`config.mk`:
```
export PLATFORM = sky130hd
export DESIGN_NAME = capture_sequencer
export DESIGN_NICKNAME = d
export VERILOG_FILES = /design/src/rtl/capture_sequencer.sv
export SDC_FILE = /design/constraint.sdc
export NUM_CORES = 1
export LEC_CHECK = 0
export ABC_AREA = 1
export BUFFER_PORTS_ARGS = -buffer_cell sky130_fd_sc_hd__buf_2
export CAP_MARGIN = 10
export CORE_MARGIN = 2
export CORE_UTILIZATION = 35
export DETAILED_ROUTE_END_ITERATION = 8
export GPL_TIMING_DRIVEN = 0
export MAX_ROUTING_LAYER = met4
export PLACE_DENSITY_LB_ADDON = 0.05
export SYNTH_ARGS = -nofsm -noshare
export SYNTH_HDL_FRONTEND = slang
export SYNTH_SLANG_ARGS = --single-unit
```
`constraint.sdc`:
```
create_clock -name clock -period 6.8 [get_ports clock]
set_clock_uncertainty 0.15 [all_clocks]
set_input_delay 1.7 -clock clock [delete_from_list [all_inputs] [get_ports clock]]
set_output_delay 1.7 -clock clock [all_outputs]
set_load 0.005 [all_outputs]
```
`src/rtl/capture_sequencer.sv`:
```
// Run-control sequencer for the capture chain: arm, trigger, decimated capture
// into the logging BRAM, then readout.
module capture_sequencer #(
  parameter int NB_ADDR = 10,
  parameter int NB_DATA = 8,
  parameter int NB_DEC  = 4
) (
  input  logic               clock,
  input  logic               i_reset,
  input  logic               i_arm,
  input  logic               i_stop,
  input  logic [1:0]         i_trig_mode,
  input  logic [NB_DATA-1:0] i_threshold,
  input  logic [NB_DEC-1:0]  i_decim,
  input  logic [NB_DATA-1:0] i_data,
  input  logic               i_data_valid,
  input  logic               i_rd_req,
  output logic               o_gen_enable,
  output logic               o_ram_we,
  output logic [NB_ADDR-1:0] o_ram_waddr,
  output logic [NB_DATA-1:0] o_ram_wdata,
  output logic [NB_ADDR-1:0] o_ram_raddr,
  output logic               o_full,
  output logic [1:0]         o_state
);

  typedef enum logic [1:0] {
    ST_IDLE    = 2'b00,
    ST_ARMED   = 2'b01,
    ST_CAPTURE = 2'b10,
    ST_FULL    = 2'b11
  } state_t;

  localparam logic [NB_ADDR-1:0] ONE_ADDR  = {{(NB_ADDR-1){1'b0}}, 1'b1};
  localparam logic [NB_ADDR-1:0] LAST_ADDR = {NB_ADDR{1'b1}};
  localparam logic [NB_DEC-1:0]  ONE_DEC   = {{(NB_DEC-1){1'b0}}, 1'b1};

  state_t                     state_q, state_d;
  logic                       arm_q;
  logic signed [NB_DATA-1:0]  prev_q, prev_d;
  logic                       prev_ok_q, prev_ok_d;
  logic [NB_DEC-1:0]          dec_q, dec_d;
  logic                       gen_q, gen_d;
  logic                       we_q, we_d;
  logic [NB_ADDR-1:0]         waddr_q, waddr_d;
  logic [NB_DATA-1:0]         wdata_q, wdata_d;
  logic [NB_ADDR-1:0]         raddr_q, raddr_d;
  logic                       full_q, full_d;
  logic                       arm_edge;
  logic                       trig;
  logic                       rise_hit;
  logic                       fall_hit;

  // Next-state and output decode
  always_comb begin
    arm_edge  = i_arm & ~arm_q;
    rise_hit  = prev_ok_q && (prev_q < $signed(i_threshold)) && ($signed(i_data) >= $signed(i_threshold));
    fall_hit  = prev_ok_q && (prev_q > $signed(i_threshold)) && ($signed(i_data) <= $signed(i_threshold));
    case (i_trig_mode)
      2'b01:   trig = rise_hit;
      2'b10:   trig = fall_hit;
      default: trig = 1'b1;
    endcase

    state_d   = state_q;
    prev_d    = prev_q;
    prev_ok_d = prev_ok_q;
    dec_d     = dec_q;
    we_d      = 1'b0;
    waddr_d   = waddr_q;
    wdata_d   = wdata_q;
    raddr_d   = raddr_q;
    full_d    = full_q;

    if (i_stop) begin
      state_d = ST_IDLE;
      full_d  = 1'b0;
    end else begin
      case (state_q)
        ST_IDLE: begin
          if (arm_edge) begin
            state_d   = ST_ARMED;
            waddr_d   = '0;
            dec_d     = '0;
            prev_ok_d = 1'b0;
          end else begin
            state_d = ST_IDLE;
          end
        end
        ST_ARMED: begin
          if (i_data_valid) begin
            prev_d    = i_data;
            prev_ok_d = 1'b1;
            if (trig) begin
              state_d = ST_CAPTURE;
              we_d    = 1'b1;
              waddr_d = '0;
              wdata_d = i_data;
              dec_d   = '0;
            end else begin
              state_d = ST_ARMED;
            end
          end else begin
            state_d = ST_ARMED;
          end
        end
        ST_CAPTURE: begin
          if (i_data_valid) begin
            // >= keeps a lowered i_decim from stranding the counter above it
            if (dec_q >= i_decim) begin
              dec_d   = '0;
              we_d    = 1'b1;
              waddr_d = waddr_q + ONE_ADDR;
              wdata_d = i_data;
              if (waddr_q + ONE_ADDR == LAST_ADDR) begin
                state_d = ST_FULL;
                full_d  = 1'b1;
                raddr_d = '0;
              end else begin
                state_d = ST_CAPTURE;
              end
            end else begin
              dec_d = dec_q + ONE_DEC;
            end
          end else begin
            state_d = ST_CAPTURE;
          end
        end
        ST_FULL: begin
          if (arm_edge) begin
            state_d   = ST_ARMED;
            full_d    = 1'b0;
            raddr_d   = '0;
            waddr_d   = '0;
            dec_d     = '0;
            prev_ok_d = 1'b0;
          end else if (i_rd_req) begin
            raddr_d = raddr_q + ONE_ADDR;
          end else begin
            state_d = ST_FULL;
          end
        end
        default: state_d = ST_IDLE;
      endcase
    end

    gen_d = (state_d == ST_ARMED) || (state_d == ST_CAPTURE);
  end

  // State and registered outputs
  always_ff @(posedge clock) begin
    if (i_reset) begin
      state_q   <= ST_IDLE;
      arm_q     <= 1'b0;
      prev_q    <= '0;
      prev_ok_q <= 1'b0;
      dec_q     <= '0;
      gen_q     <= 1'b0;
      we_q      <= 1'b0;
      waddr_q   <= '0;
      wdata_q   <= '0;
      raddr_q   <= '0;
      full_q    <= 1'b0;
    end else begin
      state_q   <= state_d;
      arm_q     <= i_arm;
      prev_q    <= prev_d;
      prev_ok_q <= prev_ok_d;
      dec_q     <= dec_d;
      gen_q     <= gen_d;
      we_q      <= we_d;
      waddr_q   <= waddr_d;
      wdata_q   <= wdata_d;
      raddr_q   <= raddr_d;
      full_q    <= full_d;
    end
  end

  assign o_gen_enable = gen_q;
  assign o_ram_we     = we_q;
  assign o_ram_waddr  = waddr_q;
  assign o_ram_wdata  = wdata_q;
  assign o_ram_raddr  = raddr_q;
  assign o_full       = full_q;
  assign o_state      = state_q;

endmodule
```
After elaboration in Yosys (flattened, before gate mapping)
Cells that the tools add are included.
W data, S select, Z words.

storage, ports and cells
  register bits after elaboration = 47
  input bits = 28
  output and inout bits = 33
  logic and storage cells = 102

cells by class
  bitwise logic cells = 3
  $add $sub $neg = 3
  order comparisons = 5
  mux-type cells = 46
  reduce and logical (&&, ||, !) cells = 18
  equal/unequal tests = 16

operators by type and width
  cell                     number
  $mux W10                 10
  $mux W8                  4
  $pmux W10 S3             1
  $add A10 B1 Y10 const B  2
  $mux W4                  5
  $pmux W10 S2             1
  $reduce_and A6 Y1        3
  $pmux W8 S2              1
  $mux W2                  7
  $ne A2 B2 Y1 const B     6
  $pmux W4 S3              1
  $mux W1                  11
  $eq A10 B10 Y1 const B   1
  $reduce_and A5 Y1        2
  $eq A2 B2 Y1 const B     4
  $ge A8 B8 Y1             1
  $gt A8 B8 Y1             1
  $le A8 B8 Y1             1
  $lt A8 B8 Y1             1
  $pmux W1 S2              4
  $pmux W2 S4              1
  $eq A2 B1 Y1 const B     3
  $reduce_bool A2 Y1       3
  $add A4 B1 Y4 const B    1
  11 further kinds         16

Depth between registers and ports, before layout
  depth in word-level cells = 10
  gate-level depth with buffers = 20
  mapped depth without buffers = 20

Least setup slack after synthesis
OpenSTA, ideal clock, no wires.

  path type = in2reg
  from = in i_threshold[7]
  to = reg wdata_q[0] (netlist: o_ram_wdata[0])
  path slack = 3229 ps
  path buffers = 1
  stages = 14
  library setup time = 113 ps
  data arrival time = 3308 ps
  cells stage by stage = inv_1 > ha_1 > a21o_1 > nor2_1 > nand2_1 > nand2_1 > nand2_1 > nor2_1 > nand2_1 > nand4_1 > nand4_2 > buf_2 > nor2_1 > nor2_1

between the ends
  word-level cells in the longest chain between the ends = 6

ends and longest elaborated chain
  item                                                         line    RTL
  start, declared                                              13      input logic [NB_DATA-1:0] i_threshold,
  $gt A8 B8 Y1 / $lt A8 B8 Y1 (equally long branches)          58, 57
  $logic_and A1 B1 Y1, on equally long branches (2 in series)  58, 57
  $pmux W1 S2 *                                                59      case (i_trig_mode)
  $ne A2 B2 Y1 (no line) *                                     n/a
  $reduce_and A6 Y1 (no line) *                                n/a
  end signal, assigned                                         173     wdata_q <= wdata_d;
  end, declared                                                46      logic [NB_DATA-1:0] wdata_q, wdata_d;

Every way passes the cells marked *; elsewhere a longest branch is shown, timed or not.
A chain may end at the register's enable or synchronous reset.

Worst setup path after layout
  from = in i_threshold[7]
  to = reg dec_q[0]

between the ends
  word-level cells in the longest chain between the ends = 6

ends and longest elaborated chain
  item                                                         line    RTL
  $gt A8 B8 Y1 / $lt A8 B8 Y1 (equally long branches)          58, 57
  $logic_and A1 B1 Y1, on equally long branches (2 in series)  58, 57
  $pmux W1 S2 *                                                59
  $ne A2 B2 Y1 (no line) *                                     n/a
  $reduce_and A5 Y1 (no line) *                                n/a
  end signal, assigned                                         157     dec_q <= '0;
  end signal, assigned                                         169     dec_q <= dec_d;
  end, declared                                                42      logic [NB_DEC-1:0] dec_q, dec_d;

Marked as above.

==> results.cfg <==
[final_layout]
nets = 600
layout-drive-gt1-share_pct = 16.8
syn_to_final_growth_pct = 16.2
fin_util_pct = 42.1
layout_commonest_cell = nand2_1
final_cells = 650
num_antenna_cells = 0
n_fill_cell = 992
layout_common_cells = nand2_1, nor2_1, inv_1

[floorplanning]
dieArea_um2 = 9810
core_area_um2 = 8720
die_w_um = 99.0
start_util_pct = 36.2
rows = 34
die_y_um = 99.0
io_pins = 61

[sta]
setup_viol = 0
hold_violations = 0
finalCriticalPeriod_ns = 3.82
rsz0062_at_grt = false
setup_ws_ns = 2.98
report.final.slew_viol_count = 0
maxSlewHeadroom_pct = 54.7
setup_tns_ns = 0
fmax_mhz = 262
worst_pin_slew_ns = 0.675
fin_crit_sh_pct = 56.2

[critical_path]
startpoint = i_threshold[7]
worst_setup_path_start_kind = input port
crit_chain = buf_2, inv_1, ha_1, nand2_1, nor2_1, nand2_1, nand2_1, nand2_1, nand2_1, nand2_1, nand2_1, nand4_1, nand4_1, buf_2, nand2_1, a21oi_1
crit_fanout = 10
path_class = input port to flop
regToRegStartpoint = prev_q[7]$_SDFFE_PP0P_
crit_path_end = dec_q[0]$_SDFFE_PP0P_
worstPathArrival_ns = 3.91
r2r.worst_path.cells = 14
crit_path_end_kind = flop
cp_data_required_time_ns = 6.89
crit_path_frequent_cell = nand2_1
slowest_delay_ns = 0.33
cp_slowest_cell = ha_1
reg2reg_to = dec_q[0]$_SDFFE_PP0P_
r2r_setup_slack_ns = 4.28

[global_route]
antenna_found_initial = 0
grtUsageTotal_pct = 17.1
grt_pass1_vias = 2958
grt_pass1_wl_um = 13400
grt_overflow = 0
grt_max_degree = 14

[routing]
drc = 0
wl_per_cell_um = 12.0
antenna_left = 0
dr_total_vias = 3034
viasPerCell = 4.67
first_pass_iters = 4
first_iter_violations = 85
wl_um = 7800

[placement]
gp_congestion = 0.857
io_buffers = 59
dp_worst_setup_slack_ns = 2.67
post-dp-hpwl_um = 6120
dp_cells = 642

[flow_run]
maxCapViolCount = 0

[yosys]
synth_seq_area_share_pct = 29.8
postSynthRegisterBits = 47
netlist_area_um2 = 3160
synth.net_count = 534
netlist_instances = 475
syn_avg_cell_area_um2 = 6.65
yosysUniqueCellTypes = 34
ys_warn_count = 0

[clocking]
max-clock-path-buffers = 2
cts_resized = 0
ctsHtreeMaxLevel = 2
postCtsSetupBuffers = 0
clock_latency_ns = 0.30
cts_buffers = 5
cts_num_sinks = 47
cts_hold_buf = 0
clk_pin_slew_ns = 0.10
cts_root_buf = clkbuf_8
cts_tree = done

[pwr]
leakage_uw = 0.00188
cellPowerDensity_nw_per_um2 = 151
ir_drop_mv = 0.0770

[outcome]
outcome = finished clean

[min_path]
worst_hold_path_type = flop to flop
## per-layer routing
layer | GRT usage, % | wire length (um) | up-vias | part of all wire (%)
met4 | 3.37 | 36 | 0 | 0.46
met2 | 28.6 | 3550 | 55 | 45
met5 | - | 0 | - | 0
li1 | - | - | 1631 | -
met1 | 22.0 | 3870 | 1344 | 50
met3 | 2.77 | 346 | 4 | 4.4
## synth_stat cells, drive strengths merged
master,instances,area share [%]
nor3b,2,0.79
dfxtp,47,30
clkbuf,6,0.71
nand2,100,12
xnor2,1,0.28
o21a,1,0.24
buf,4,0.83
clkinv,1,0.12
a21o,1,0.24
nand4,12,2.6
nor3,18,3.0
nor2,92,11
nand3,25,4.7
a211oi,2,0.47
o21bai,1,0.24
ha,31,12
or2,1,0.20
a21oi,21,3.4
o211ai,1,0.24
inv,76,9.0
o21ai,22,4.7
xor2,10,2.8
## critical path, delay by kind of cell
family	cells	cell delay, ns
compound gates	1	0.15
fa+ha+maj	1	0.33
buf+inv	3	0.40
simple gates	11	1.31
## how the worst min path moves through the flow
stage | start | endpoint | cells past startpoint
CTS | o_ram_raddr[9]$_SDFFE_PP0P_ | o_ram_raddr[9]$_SDFFE_PP0P_ | 2
floorplan | prev_ok_q$_SDFFE_PP0P_ | prev_ok_q$_SDFFE_PP0P_ | 2
global route | o_ram_raddr[9]$_SDFFE_PP0P_ | o_ram_raddr[9]$_SDFFE_PP0P_ | 2
detailed placement | prev_ok_q$_SDFFE_PP0P_ | prev_ok_q$_SDFFE_PP0P_ | 2
global placement | prev_ok_q$_SDFFE_PP0P_ | prev_ok_q$_SDFFE_PP0P_ | 2
finish | prev_ok_q$_SDFFE_PP0P_ | prev_ok_q$_SDFFE_PP0P_ | 2
## report_power, final
| group | switching [uW] | leakage, uW | internal [uW] |
|---|---|---|---|
| clock | 96.5 | 0.0000422 | 72.5 |
| combinational | 56.9 | 0.00145 | 35.3 |
| sequential | 8.62 | 0.000382 | 284 |
## through the flow
step           area [um2]  hold slack, ns  total power (uW)
2_1_floorplan        3160           0.304               358
3_3_place_gp         3590           0.324               391
3_5_place_dp         3590           0.332               393
4_1_cts              3670           0.349               562
5_1_grt              3670           0.374               590
6_report             3670           0.343               554
## registers in the layout, indices dropped and copies added, names as in the netlist
register      cells
prev_ok_q         1
o_ram_we          1
o_ram_raddr      10
prev_q            8
arm_q             1
o_full            1
o_ram_wdata       8
o_state           2
dec_q             4
o_gen_enable      1
o_ram_waddr      10
## logic make-up (layout without fill, tap and decap cells)
logic type	count (synthesis)	count (layout)	synth area share, %
compound gates	49	49	9.54
flops	47	47	29.8
xor+xnor	11	11	3.05
fa+ha+maj	31	31	12.3
simple gates	250	250	34.7
buf+inv	87	154	10.7
## layout make-up
class                           instances  area, um2  area share [%]
Clock buffer                            7       76.3            2.08
Clock inverter                          1       5.00           0.136
Inverter                               77        289            7.87
Multi-Input combinational cell        341       1880            51.2
Tap cell                              108        135            3.68
Sequential cell                        47        941            25.6
Timing Repair Buffer                   59        295            8.04
Buffer                                 10       48.8            1.33
Power figures use the tool's default switching activity.
